### config.mk
export PLATFORM = sky130hd
export DESIGN_NAME = fc_layer5_engine
export DESIGN_NICKNAME = d
export VERILOG_FILES = /design/src/rtl/lenet_fc_pkg.sv /design/src/rtl/fc5_mac_unit.sv /design/src/rtl/fc_layer5_engine.sv
export SDC_FILE = /design/constraint.sdc
export NUM_CORES = 1
export LEC_CHECK = 0
export ABC_AREA = 1
export BUFFER_PORTS_ARGS = -buffer_cell sky130_fd_sc_hd__buf_2
export CORE_MARGIN = 3
export CORE_UTILIZATION = 37
export DETAILED_ROUTE_END_ITERATION = 16
export HOLD_SLACK_MARGIN = 0.02
export MAX_ROUTING_LAYER = met4
export PLACE_DENSITY = 0.53
export SYNTH_ARGS = -nofsm -noshare
export SYNTH_HDL_FRONTEND = slang
export SYNTH_SLANG_ARGS = --single-unit
### constraint.sdc
create_clock -name clk -period 6.4 [get_ports clk]
set_input_delay 1.28 -clock clk [delete_from_list [all_inputs] [get_ports clk]]
set_output_delay 1.28 -clock clk [all_outputs]
set_load 0.01 [all_outputs]
### src/rtl/lenet_fc_pkg.sv
`default_nettype none
// ----------------------------------------------------------------------------
// Module : lenet_fc_pkg
// Brief  : Shared constants and one-hot FSM encoding for the LeNet-5 L5 FC engine
// Rev    : 1.0
// ----------------------------------------------------------------------------
package lenet_fc_pkg;

  localparam int L5_FEATURES = 400;
  localparam int BANK_DEPTH  = 200;
  localparam int NEURONS     = 120;
  localparam int SAT_MAX     = 2047;
  localparam int SAT_MIN     = -2048;

  typedef enum logic [5:0] {
    IDLE  = 6'b000001,
    BIAS  = 6'b000010,
    MAC   = 6'b000100,
    DRAIN = 6'b001000,
    WRITE = 6'b010000,
    DONE  = 6'b100000
  } fc5_state_e;

endpackage
`default_nettype wire

### src/rtl/fc5_mac_unit.sv
`default_nettype none
// ----------------------------------------------------------------------------
// Module : fc5_mac_unit
// Brief  : Dual-product MAC with bias preload and shift/saturate output; FC5_RELU_EN clamps negatives to 0
// Rev    : 1.0
// ----------------------------------------------------------------------------
module fc5_mac_unit
  import lenet_fc_pkg::*;
#(
  parameter int DATA_WIDTH = 12,
  parameter int FRAC_BITS  = 6,
  parameter int ACC_WIDTH  = 32,
  parameter int READ_LAT   = 2
) (
  input  logic                         clk,
  input  logic                         rst,
  input  logic                         clear_i,
  input  logic                         valid_i,
  input  logic                         bias_load_i,
  input  logic signed [DATA_WIDTH-1:0] bias_i,
  input  logic signed [DATA_WIDTH-1:0] data1_i,
  input  logic signed [DATA_WIDTH-1:0] data2_i,
  input  logic signed [DATA_WIDTH-1:0] weight_a_i,
  input  logic signed [DATA_WIDTH-1:0] weight_b_i,
  input  logic                         result_load_i,
  output logic        [DATA_WIDTH-1:0] result_o
);

  localparam logic signed [ACC_WIDTH-1:0] SAT_HI = ACC_WIDTH'(SAT_MAX);
  localparam logic signed [ACC_WIDTH-1:0] SAT_LO = ACC_WIDTH'(SAT_MIN);

  logic        [READ_LAT-1:0]     vld_q;
  logic signed [2*DATA_WIDTH-1:0] p1_q, p2_q;
  logic signed [ACC_WIDTH-1:0]    acc_q;
  logic signed [DATA_WIDTH-1:0]   res_q, res_d, sat;
  logic signed [ACC_WIDTH-1:0]    bias_ext, shifted;

  assign bias_ext = {{(ACC_WIDTH-DATA_WIDTH){bias_i[DATA_WIDTH-1]}}, bias_i};

  always_ff @(posedge clk) begin
    if (rst || clear_i) begin
      vld_q <= '0;
      p1_q  <= '0;
      p2_q  <= '0;
      acc_q <= '0;
      res_q <= '0;
    end else begin
      vld_q <= (vld_q << 1) | READ_LAT'(valid_i);
      p1_q  <= data1_i * weight_a_i;
      p2_q  <= data2_i * weight_b_i;
      // Bias is placed at the product scale (2*FRAC_BITS) so the final shift treats it like a product.
      if (bias_load_i)
        acc_q <= bias_ext <<< FRAC_BITS;
      else if (vld_q[READ_LAT-1])
        acc_q <= acc_q + ACC_WIDTH'(p1_q) + ACC_WIDTH'(p2_q);
      if (result_load_i)
        res_q <= res_d;
    end
  end

  always_comb begin
    shifted = acc_q >>> FRAC_BITS;
    if (shifted > SAT_HI)
      sat = DATA_WIDTH'(SAT_MAX);
    else if (shifted < SAT_LO)
      sat = DATA_WIDTH'(SAT_MIN);
    else
      sat = shifted[DATA_WIDTH-1:0];
`ifdef FC5_RELU_EN
    res_d = sat[DATA_WIDTH-1] ? '0 : sat;
`else
    res_d = sat;
`endif
  end

  assign result_o = res_q;

endmodule
`default_nettype wire

### src/rtl/fc_layer5_engine.sv
`default_nettype none
// ----------------------------------------------------------------------------
// Module : fc_layer5_engine
// Brief  : LeNet-5 layer-5 FC stage (120 neurons x 400 inputs, 2 MACs/cycle); FC5_RELU_EN fuses ReLU
// Rev    : 1.0
// ----------------------------------------------------------------------------
module fc_layer5_engine
  import lenet_fc_pkg::*;
#(
  parameter int DATA_WIDTH = 12,
  parameter int FRAC_BITS  = 6,
  parameter int ACC_WIDTH  = 32,
  parameter int READ_LAT   = 2
) (
  input  logic                         clk,
  input  logic                         rst,
  input  logic                         L5_en,
  output logic                  [7:0]  L4_read_addr,
  input  logic signed [DATA_WIDTH-1:0] L4_read_data1,
  input  logic signed [DATA_WIDTH-1:0] L4_read_data2,
  output logic                 [15:0]  L5_weight_addra,
  output logic                 [15:0]  L5_weight_addrb,
  input  logic signed [DATA_WIDTH-1:0] L5_weight_douta,
  input  logic signed [DATA_WIDTH-1:0] L5_weight_doutb,
  output logic                  [6:0]  L5_bias_addr,
  input  logic signed [DATA_WIDTH-1:0] L5_bias_dout,
  output logic                  [6:0]  L5_output_write_addr,
  output logic        [DATA_WIDTH-1:0] L5_output_write_data,
  output logic                         L5_output_wea,
  output logic                  [6:0]  neuron_count,
  output logic                         L5_done
);

  localparam int LAT_W = $clog2(READ_LAT + 1);

  fc5_state_e       state_q, state_d;
  logic [LAT_W-1:0] lat_q, lat_d;
  logic [7:0]       idx_q, idx_d;
  logic [15:0]      addra_q, addra_d, addrb_q, addrb_d, base_q, base_d;
  logic [6:0]       ncnt_q, ncnt_d;
  logic             bias_load, res_load, clr;

  always_ff @(posedge clk) begin
    if (rst) begin
      state_q <= IDLE;
      lat_q   <= '0;
      idx_q   <= '0;
      addra_q <= '0;
      addrb_q <= '0;
      base_q  <= '0;
      ncnt_q  <= '0;
    end else begin
      state_q <= state_d;
      lat_q   <= lat_d;
      idx_q   <= idx_d;
      addra_q <= addra_d;
      addrb_q <= addrb_d;
      base_q  <= base_d;
      ncnt_q  <= ncnt_d;
    end
  end

  always_comb begin
    state_d   = state_q;
    lat_d     = lat_q;
    idx_d     = idx_q;
    addra_d   = addra_q;
    addrb_d   = addrb_q;
    base_d    = base_q;
    ncnt_d    = ncnt_q;
    bias_load = 1'b0;
    res_load  = 1'b0;
    clr       = 1'b0;
    if (state_q != IDLE && !L5_en) begin
      state_d = IDLE;
      lat_d   = '0;
      idx_d   = '0;
      addra_d = '0;
      addrb_d = '0;
      base_d  = '0;
      ncnt_d  = '0;
      clr     = 1'b1;
    end else begin
      case (state_q)
        IDLE: if (L5_en) begin
          state_d = BIAS;
          lat_d   = '0;
        end
        BIAS: if (lat_q == LAT_W'(READ_LAT - 1)) begin
          // Addresses leave registered, so the first MAC address is loaded here.
          bias_load = 1'b1;
          lat_d     = '0;
          idx_d     = '0;
          addra_d   = base_q;
          addrb_d   = base_q + 16'(BANK_DEPTH);
          state_d   = MAC;
        end else begin
          lat_d = lat_q + 1'b1;
        end
        MAC: if (idx_q == 8'(BANK_DEPTH - 1)) begin
          state_d = DRAIN;
        end else begin
          idx_d   = idx_q + 8'd1;
          addra_d = addra_q + 16'd1;
          addrb_d = addrb_q + 16'd1;
        end
        DRAIN: if (lat_q == LAT_W'(READ_LAT)) begin
          res_load = 1'b1;
          lat_d    = '0;
          state_d  = WRITE;
        end else begin
          lat_d = lat_q + 1'b1;
        end
        WRITE: if (ncnt_q == 7'(NEURONS - 1)) begin
          state_d = DONE;
        end else begin
          ncnt_d  = ncnt_q + 7'd1;
          base_d  = base_q + 16'(L5_FEATURES);
          state_d = BIAS;
        end
        DONE: state_d = DONE;
        default: state_d = IDLE;
      endcase
    end
  end

  fc5_mac_unit #(
    .DATA_WIDTH (DATA_WIDTH),
    .FRAC_BITS  (FRAC_BITS),
    .ACC_WIDTH  (ACC_WIDTH),
    .READ_LAT   (READ_LAT)
  ) u_mac (
    .clk           (clk),
    .rst           (rst),
    .clear_i       (clr),
    .valid_i       (state_q == MAC),
    .bias_load_i   (bias_load),
    .bias_i        (L5_bias_dout),
    .data1_i       (L4_read_data1),
    .data2_i       (L4_read_data2),
    .weight_a_i    (L5_weight_douta),
    .weight_b_i    (L5_weight_doutb),
    .result_load_i (res_load),
    .result_o      (L5_output_write_data)
  );

  assign L4_read_addr         = idx_q;
  assign L5_weight_addra      = addra_q;
  assign L5_weight_addrb      = addrb_q;
  assign L5_bias_addr         = ncnt_q;
  assign L5_output_write_addr = ncnt_q;
  assign neuron_count         = ncnt_q;
  assign L5_output_wea        = (state_q == WRITE);
  assign L5_done              = (state_q == DONE);

endmodule
`default_nettype wire

==> reports/qor.txt, run 1 <==
CP endpoint kind: flip-flop
Final hold vios: 0
CTS buffer count: 17
Commonest non-fill, non-tap cell in the layout: nand2_1
EDFF count, synth: 0
Final ANT Viol Nets: 0
NumNets Final: 3513
Crit start category: input port
Worst Hold Class: flip-flop to flip-flop
# diodes: 0
Hold_buf cts: 0
Cells after Synth: 2932
RSZ-0062 raised after global routing: false
Rows: 86
Worst setup startpoint: L5_weight_doutb[11]
Root Buffer: clkbuf_16
Initial core utilization: 0.3789
Min cycle time layout: 5.828 ns
RePlAce Congestion: 0.9062
Initial DRT Pass Iterations: 6
Total power draw: 10.35 mW
CTS tree: built
Combinational share of power: 0.774
WP data arrival: 6.19 ns
Finished Layout Cells: 3764
IO Port Bufs: 137
H-tree Lvls: 4
Critical path type: input port to flip-flop
Met2 wire len: 27260 um
Die Width: 244.9 um
Warnings from Yosys: 0
Clk_lat worst skew: 0.45 ns
FILL cells: 5899
Max Cap Viol: 0
Sw Pwr: 5.827 mW
Peak VDD IR: 0.3202 mV
Dpl ws: 0.1564 ns
Core ar.: 55740 sq um
Mean Syn Cell Area: 7.203 sq um
Die area: 59980 sq um
Placement Cell Area: 22380 sq um
Sw Ratio: 0.5632
Seq pwr share: 0.122
WL met1: 25830 um
Clock Power Share: 0.104
Mux cell area share after synthesis: 0
Synth Area in Compound Gates: 0.09023
Remaining DRCs: 0
Pleak: 12.55 nW
Post-Syn Nets: 3442
Final Cell Area: 23000 sq um
Seq/Total Area, Yosys: 0.1526
Xor/xnor cell area share of the yosys netlist: 0.01659
Gr ovfl total: 0
HP Start: u_mac.vld_q[0]
Final setup TNS: 0 ns
Routed wl met3: 2184 um
Initial antenna violation count: 0
Routed Wire Length: 56090 um
Largest net degree at the start of global routing: 60
Share of layout cells above drive strength 1: 0.07361
DR top layer: met4
Status: finished clean
Critical path peak fanout: 13
Post-Synth Simple-Gate Area: 0.2168
Most frequent cells in the layout: 724 x nand2_1, 711 x inv_1, 308 x fa_1
Worst Tran Pin Value: 0.8543 ns
Final core utilization: 0.4126
Die Ht: 244.9 um
Area grow syn2layout: 8.880%
I/O pins: 138
Routed length per instance: 14.90 um
Final setup margin: 0.5720 ns
Placed cell count: 3732
Top achievable clock speed: 171.6 MHz
Cell internal pwr: 4.520 mW
Post-DP HPWL: 46560 um
Synthesized cell area: 21120 sq um
Post-CTS setup buffers: 0
Vias: 18122
Unique masters post-synth: 49
FFs w/ async S/R, synth: 0
Max_slew headroom: 0.4297
Largest family of logic cells by synthesized area: adder cells
Reg clk slew, reported paths: 0.07 ns
Post-Synth Adder-Cell Area: 0.3743
Pins Over Slew Limit: 0
Final setup violation count: 0
All-Layer GR Usage: 0.1965
Total power divided by cell area: 449.9 nW/um^2
Maximum root-to-sink buffer count: 2
Vias in the first global route: 17996
Gates resized, CTS repair: 0
Hold WS: 0.4063 ns
Setup Skew: 0.01601 ns
First-pass GRT wire length: 92520 um
Reg-to-reg startpoint: state_q[4]
Clk sinks: 161
Period Utilization, post-route: 0.9106
Worst Path Required: 6.77 ns
Yosys reg bits: 161
Vias/cell: 4.815
Synth Flop Type: dfxtp_1
Initial DRC Count: 915
-- area by class of cell --
type                            instances  area, sq um  area share
Clock buffer                           17        425.4     0.01850
Inverter                              721         2709      0.1178
Timing Repair Buffer                  149        775.7     0.03373
Multi-Input combinational cell       1953        14740      0.6409
Clock inverter                         15        187.7    0.008161
Tap cell                              748        935.9     0.04070
Sequential cell                       161         3223      0.1402
-- final timing paths --
check,to,slack (ns),cells past startpoint
worst min register to register,u_mac.vld_q[1],0.41,2
worst max register to register,L5_weight_addra[13],3.20,10
worst min-delay path,u_mac.vld_q[1],0.41,2
worst max-delay path,u_mac.p2_q[22],0.57,20
-- metal layers --
metal	global-route usage	vias to the layer above
met2	0.3304	380
met5	-	-
met1	0.2596	8742
met4	0.04481	0
li1	-	8950
met3	0.01639	50
-- state kept, by name, summed over array words and instances (netlist names) --
register	count
L5_weight_addra	16
state_q	6
L4_read_addr	8
u_mac.p1_q	24
u_mac.acc_q	32
base_q	12
lat_q	2
L5_bias_addr	7
u_mac.vld_q	2
u_mac.result_o	12
L5_weight_addrb	16
u_mac.p2_q	24
-- kinds of logic after synthesis --
kind of cell,count (synthesis)
buffers and inverters,818
XOR/XNOR,40
AO/OA/AOI/OAI,359
adder cells (fa/ha/maj),447
flip-flops,161
AND/OR/NAND/NOR,1107
-- synthesized netlist by cell type (2+ instances only) --
cell / number / share of area
and2_1: 8 / 0.0024
a21oi_1: 184 / 0.044
a21o_1: 4 / 0.0014
a211oi_1: 2 / 0.00071
buf_4: 16 / 0.0057
nand4_1: 30 / 0.0089
ha_1: 139 / 0.082
or2_2: 12 / 0.0036
inv_1: 711 / 0.13
xor2_1: 26 / 0.011
o211ai_1: 7 / 0.0025
nor4_1: 5 / 0.0015
o21ai_1: 7 / 0.0017
nor2_1: 166 / 0.030
dfxtp_1: 161 / 0.15
nand3_1: 118 / 0.028
o21bai_1: 5 / 0.0018
clkbuf_1: 59 / 0.010
buf_1: 2 / 0.00036
nand3b_1: 7 / 0.0025
nor3_1: 18 / 0.0043
o31ai_1: 5 / 0.0018
inv_2: 8 / 0.0014
nor2_2: 4 / 0.0012
a31oi_1: 14 / 0.0041
nor2_4: 2 / 0.0011
nand2_1: 724 / 0.13
o21a_1: 3 / 0.0011
xnor2_1: 14 / 0.0058
buf_2: 20 / 0.0047
nand2_2: 7 / 0.0021
fa_1: 308 / 0.29
o21ai_0: 120 / 0.028
-- worst max-delay path: stages --
cell and delay [ns]:
buf_2 0.07, inv_1 0.21, or2_2 0.37, fa_1 0.53, fa_1 0.55, inv_1 0.06
fa_1 0.51, fa_1 0.54, inv_1 0.05, fa_1 0.53, inv_1 0.04, ha_1 0.37
nand2_1 0.12, nor2_1 0.27, o21ai_0 0.19, nand2_1 0.09, nand2_1 0.05, nand3_1 0.12
o21ai_0 0.08, a21oi_1 0.18
-- power by group through the flow --
stage	sequential, mW	combinational [mW]	clock (mW)
floorplan	1.23	6.02	0
global placement	1.30	8.03	0
detailed placement	1.30	8.01	0
CTS	1.28	8.09	1.10
global route	1.28	9.36	1.14
finish	1.27	8.01	1.07
No activity file was read; power rests on OpenSTA's default activity.
==> run 2, diff against run 1 <==
Settings changed: PLACE_DENSITY 0.53 to 0.55.
Clock period 6.4 ns to 5.3 ns, I/O delays scaled along.
==> run 2 against run 1 <==
Compared with the run above: final cell count grew 5.3%; flip-flop and latch count stayed put; critical endpoint is now u_mac.p1_q[19]; setup slack lost 0.41 ns; via count is 3.7% higher; count of clock-buffer cells in the layout grew 2; largest cell class unchanged; non-clock buffer count increased by 201.
==> reports/qor.txt, run 2 (same netlist as run 1, synthesis figures left out) <==
Status: finished clean
Critical path type: input port to flip-flop
Remaining DRCs: 0 (unchanged)
Final Cell Area: 24950 sq um (+8.5%)
DR top layer: met4
WP data arrival: 5.50 ns (-0.69 ns)
Clk_lat worst skew: 0.44 ns (about the same)
Core ar.: 55740 sq um (unchanged)
Top delay family on crit path: adder cells
HP Start: u_mac.vld_q[0]
Area grow syn2layout: 18.14%
Hold endpoint: u_mac.vld_q[1]
FILL cells: 5833 (-1.1%)
WL met1: 26700 um (+3.4%)
Most frequent cells in the layout: 714 x nand2_1, 702 x inv_1, 302 x fa_1
Commonest non-fill, non-tap cell in the layout: nand2_1
First-pass GRT wire length: 97600 um (+5.5%)
Initial core utilization: 0.3789 (unchanged)
Gr ovfl total: 0 (unchanged)
Worst Hold Class: flip-flop to flip-flop
RSZ-0062 raised after global routing: true
Cells on worst reg2reg path: 9 (-1)
Top achievable clock speed: 194.7 MHz
Top flop regs: u_mac.acc_q (32), u_mac.p1_q (24), u_mac.p2_q (24)
Vias in the first global route: 19579 (+8.8%)
Hold_buf cts: 0 (unchanged)
NumNets Final: 3714 (+5.7%)
Period Utilization, post-route: 0.9691
Final ANT Viol Nets: 0 (unchanged)
Critical path peak fanout: 8 (-5)
CTS buffer count: 17 (unchanged)
Routed Wire Length: 57650 um (+2.8%)
Rows: 86 (unchanged)
Reg with most FFs: u_mac.acc_q
Final hold vios: 0 (unchanged)
CTS tree: built
Hold WS: 0.4135 ns (+0.007200 ns)
Post-DP HPWL: 48830 um (+4.9%)
RePlAce Congestion: 0.9740 (+7.5%)
Largest net degree at the start of global routing: 57 (-5.0%)
Max Cap Viol: 0 (unchanged)
Reg-to-reg startpoint: state_q[4]
Worst path slowest cell: fa_1
Max_slew headroom: 0.3360 (-0.09371)
Root Buffer: clkbuf_16
Initial DRC Count: 1070 (+17%)
Vias/cell: 4.742 (-1.5%)
Worst Path Required: 5.67 ns (-1.10 ns)
All-Layer GR Usage: 0.2043 (+0.007818)
CP bufs+invs: 7 (+2)
Cells along the critical path: buf_2 -> buf_4 -> nand2_1 -> inv_1 -> fa_1 -> fa_1 -> fa_1 -> fa_1 -> inv_1 -> fa_1 -> inv_1 -> ha_1 -> inv_1 -> o21bai_1 -> inv_1 -> nor2_1 -> nor2_2 -> nor2_1 -> nor2_1 -> nand2_1 -> o21ai_0 -> a21oi_1
Final setup violation count: 0 (unchanged)
Pleak: 13.60 nW (+8.4%)
Min cycle time layout: 5.136 ns
Setup Skew: 0.01242 ns (-0.003592 ns)
# diodes: 0 (unchanged)
Reg clk slew, reported paths: 0.07 ns (about the same)
Placement Cell Area: 24010 sq um (+7.3%)
Clk sinks: 161 (unchanged)
H-tree Lvls: 4 (unchanged)
I/O pins: 138 (unchanged)
Die area: 59980 sq um (unchanged)
Hold depth: 2 (unchanged)
Initial DRT Pass Iterations: 5 (-1)
Final setup margin: 0.1638 ns (-0.4082 ns)
Worst Tran Pin Value: 0.9946 ns (+0.1403 ns)
Reg-to-reg endpoint: L5_weight_addrb[1]
Pins Over Slew Limit: 0 (unchanged)
Max FFs per register: 32 (unchanged)
Crit-path max cell delay: 0.55 ns (about the same)
CP endpoint kind: flip-flop
Peak VDD IR: 0.5503 mV (+72%)
Worst setup startpoint: L4_read_data1[3]
Die Ht: 244.9 um (unchanged)
Crit start category: input port
Total power divided by cell area: 651.6 nW/um^2 (+45%)
Initial antenna violation count: 0 (unchanged)
Die Width: 244.9 um (unchanged)
Dpl ws: -0.4331 ns (-0.5896 ns)
Share of layout cells above drive strength 1: 0.1567 (+0.08311)
Routed wl met3: 2078 um (-4.9%)
Worst R2R Setup Slack: 2.17 ns (-1.03 ns)
Vias: 18798 (+3.7%)
IO Port Bufs: 137 (unchanged)
Maximum root-to-sink buffer count: 2 (unchanged)
Routed length per instance: 14.54 um (-2.4%)
Final core utilization: 0.4477 (+0.03509)
Met2 wire len: 27900 um (+2.3%)
## run 2: final cells by class
type	count	area, sq um	area share
multi-input cells	1953	15150	0.6071
flip-flops and latches	161	3223	0.1292
inverters	721	2709	0.1086
repair buffers	350	2362	0.09467
well taps	748	935.9	0.03751
clock buffers	19	452.9	0.01815
clock inverters	12	121.4	0.004864
## run 2: what timing repair did
item                       4_1_cts  5_1_grt
setup endpoints to repair        0       25
resized for setup                0       98
buffers inserted                 0        2
## run 2: how the worst max path moves through the flow
stage | slack [ns] | depth (start not counted) | endpoint
after global placement | -0.44 | 19 | u_mac.p1_q[15]
after global routing | -0.03 | 20 | u_mac.p2_q[22]
after detailed placement | -0.43 | 20 | u_mac.p1_q[18]
after CTS | 0.03 | 20 | u_mac.p1_q[18]
final | 0.16 | 22 | u_mac.p1_q[19]
after floorplan | -0.01 | 19 | u_mac.p2_q[22]
## run 2: stage by stage
| step | std cells | TNS [ns] | power, mW |
|---|---|---|---|
| 2_1_floorplan | 2932 | -0.009555 | 8.956 |
| 3_3_place_gp | 3931 | -7.835 | 13.77 |
| 3_5_place_dp | 3931 | -8.951 | 13.88 |
| 4_1_cts | 3962 | 0 | 15.21 |
| 5_1_grt | 3964 | -0.07712 | 18.20 |
| 6_report | 3964 | 0 | 16.26 |
## run 2: metal layers
metal / vias to the layer above / track usage
li1: 9349 / -
met1: 8996 / 0.2677
met2: 387 / 0.3464
met3: 66 / 0.01453
met4: 0 / 0.04984
met5: - / -
## run 2: worst reg2reg max path, cell delays in order, from the launching register on
cell,delay [ns]
dfxtp_1,0.34
nor2_4,0.19
nand4_2,0.17
nand2_2,0.24
inv_2,0.07
nor2_4,0.63
inv_2,0.63
nor2_1,0.56
nand2_1,0.10
a21oi_1,0.14
## run 2: where the power goes
group | internal [mW] | switching [mW] | leakage [nW] | total, mW
Combinational | 6.02 | 7.47 | 12.0 | 13.5
Clock | 0.680 | 0.562 | 0.286 | 1.24
Sequential | 1.39 | 0.141 | 1.31 | 1.53
==> run 3, diff against run 2 <==
Settings changed: CTS_BUF_LIST from default to sky130_fd_sc_hd__clkbuf_16.
==> run 3 against run 2 <==
Compared with the run above: cell area about the same; count of clock-buffer cells in the layout is 2 lower; sequential share of layout area about the same; clock skew is essentially flat; power is 0.20% lower; final cell count is the same; critical path type unchanged.
==> reports/qor.txt, run 3 (same netlist as run 1, synthesis figures left out) <==
Final setup margin: 0.1635 ns (-0.0002410 ns)
Die area: 59980 sq um (unchanged)
H-tree Lvls: 4 (unchanged)
Worst Hold Class: flip-flop to flip-flop
Total power divided by cell area: 650.8 nW/um^2 (-0.12%)
Top achievable clock speed: 194.7 MHz (about the same)
Most frequent cells in the layout: 714 x nand2_1, 702 x inv_1, 302 x fa_1
WP data arrival: 5.50 ns (about the same)
Area grow syn2layout: 18.04% (about the same)
CTS buffer count: 17 (unchanged)
Die Ht: 244.9 um (unchanged)
Final setup violation count: 0 (unchanged)
Max Cap Viol: 0 (unchanged)
Peak VDD IR: 0.5503 mV (about the same)
Initial core utilization: 0.3789 (unchanged)
Critical path type: input port to flip-flop
Placement Cell Area: 24010 sq um (unchanged)
Hold WS: 0.4126 ns (-0.0009260 ns)
Root Buffer: clkbuf_16
Period Utilization, post-route: 0.9691 (about the same)
Clk sinks: 161 (unchanged)
First-pass GRT wire length: 97610 um (about the same)
Worst Path Required: 5.67 ns (about the same)
Critical path peak fanout: 8 (unchanged)
Status: finished clean
All-Layer GR Usage: 0.2043 (about the same)
Final Cell Area: 24930 sq um (about the same)
Max FFs per register: 32 (unchanged)
Clk_lat worst skew: 0.45 ns (about the same)
Pleak: 13.59 nW (about the same)
Min cycle time layout: 5.136 ns (+0.0002410 ns)
Top flop regs: u_mac.acc_q (32), u_mac.p1_q (24), u_mac.p2_q (24)
Initial antenna violation count: 0 (unchanged)
Pins Over Slew Limit: 0 (unchanged)
Crit start category: input port
Vias: 18776 (-0.12%)
Post-DP HPWL: 48830 um (unchanged)
Reg with most FFs: u_mac.acc_q
Remaining DRCs: 0 (unchanged)
Dpl ws: -0.4331 ns (unchanged)
Final ANT Viol Nets: 0 (unchanged)
Final hold vios: 0 (unchanged)
RSZ-0062 raised after global routing: true
Gr ovfl total: 0 (unchanged)
Initial DRT Pass Iterations: 5 (unchanged)
NumNets Final: 3714 (unchanged)
CTS tree: built
Hold_buf cts: 0 (unchanged)
RePlAce Congestion: 0.9740 (unchanged)
Die Width: 244.9 um (unchanged)
Reg clk slew, reported paths: 0.07 ns (about the same)
CP bufs+invs: 7 (unchanged)
Commonest non-fill, non-tap cell in the layout: nand2_1
# diodes: 0 (unchanged)
Worst Tran Pin Value: 0.9781 ns (-0.01653 ns)
Vias/cell: 4.737 (-0.12%)
Routed Wire Length: 57650 um (about the same)
Routed length per instance: 14.54 um (about the same)
Rows: 86 (unchanged)
Share of layout cells above drive strength 1: 0.1561 (-0.0006219)
Largest net degree at the start of global routing: 57 (unchanged)
Maximum root-to-sink buffer count: 2 (unchanged)
I/O pins: 138 (unchanged)
Total power draw: 16.23 mW (-0.20%)
Max_slew headroom: 0.3470 (+0.01104)
Crit-path max cell delay: 0.55 ns (about the same)
Cells along the critical path: buf_2 -> buf_4 -> nand2_1 -> inv_1 -> fa_1 -> fa_1 -> fa_1 -> fa_1 -> inv_1 -> fa_1 -> inv_1 -> ha_1 -> inv_1 -> o21bai_1 -> inv_1 -> nor2_1 -> nor2_2 -> nor2_1 -> nor2_1 -> nand2_1 -> o21ai_0 -> a21oi_1
Setup Skew: 0.01245 ns (+0.00002760 ns)
Vias in the first global route: 19577 (-0.010%)
Worst path slowest cell: fa_1
CP endpoint kind: flip-flop
IO Port Bufs: 137 (unchanged)
Core ar.: 55740 sq um (unchanged)
Top delay family on crit path: adder cells
Initial DRC Count: 1066 (-0.37%)
Worst R2R Setup Slack: 2.18 ns (about the same)
run 3: changes by cell type in the layout (fill, tap and decap cells not counted), sizes merged:
cell    delta
clkbuf     -2
clkinv     +2
run 3: path summary, 6_finish.rpt:
check                         from                 end  cells after the start
setup reg to reg        state_q[4]  L5_weight_addrb[1]                      9
hold reg to reg     u_mac.vld_q[0]      u_mac.vld_q[1]                      2
setup / recovery  L4_read_data1[3]      u_mac.p1_q[19]                     22
hold / removal      u_mac.vld_q[0]      u_mac.vld_q[1]                      2
run 3: stage by stage:
step | TNS, ns | cells | utilization
after floorplan | -0.009555 | 2932 | -
after global placement | -7.835 | 3931 | 0.4308
after detailed placement | -8.951 | 3931 | 0.4308
after CTS | 0 | 3962 | 0.4407
after global routing | -0.08045 | 3964 | 0.4473
final | 0 | 3964 | 0.4473
run 3: layout make-up:
class | instances | area [sq um]
fill | 5832 | 30810
multi-input combinational | 1953 | 15150
sequential | 161 | 3223
inverter | 721 | 2709
timing repair buffer | 350 | 2362
tap | 748 | 935.9
clock buffer | 17 | 425.4
clock inverter | 14 | 128.9
run 3: power breakdown:
| part | switching, mW | internal [mW] | total (mW) |
|---|---|---|---|
| clock | 0.560 | 0.650 | 1.21 |
| combinational | 7.47 | 6.02 | 13.5 |
| sequential | 0.142 | 1.39 | 1.53 |
run 3: repair_timing:
item,4_1_cts,5_1_grt
endpoints found under the setup margin,0,25
buffers inserted,0,2
resized for setup,0,98
run 3: tightest hold or removal path, delay by kind of cell, from the launching register on:
family        cells  cell delay, ns
simple gates      1            0.04
flops             1            0.30
buf+inv           1            0.04
run 3: routing by layer:
metal / vias up / share of wire / global-route usage
met4: 0 / 0.017 / 0.04984
li1: 9350 / - / -
met2: 354 / 0.48 / 0.3464
met3: 66 / 0.032 / 0.01453
met5: - / 0 / -
met1: 9006 / 0.47 / 0.2679
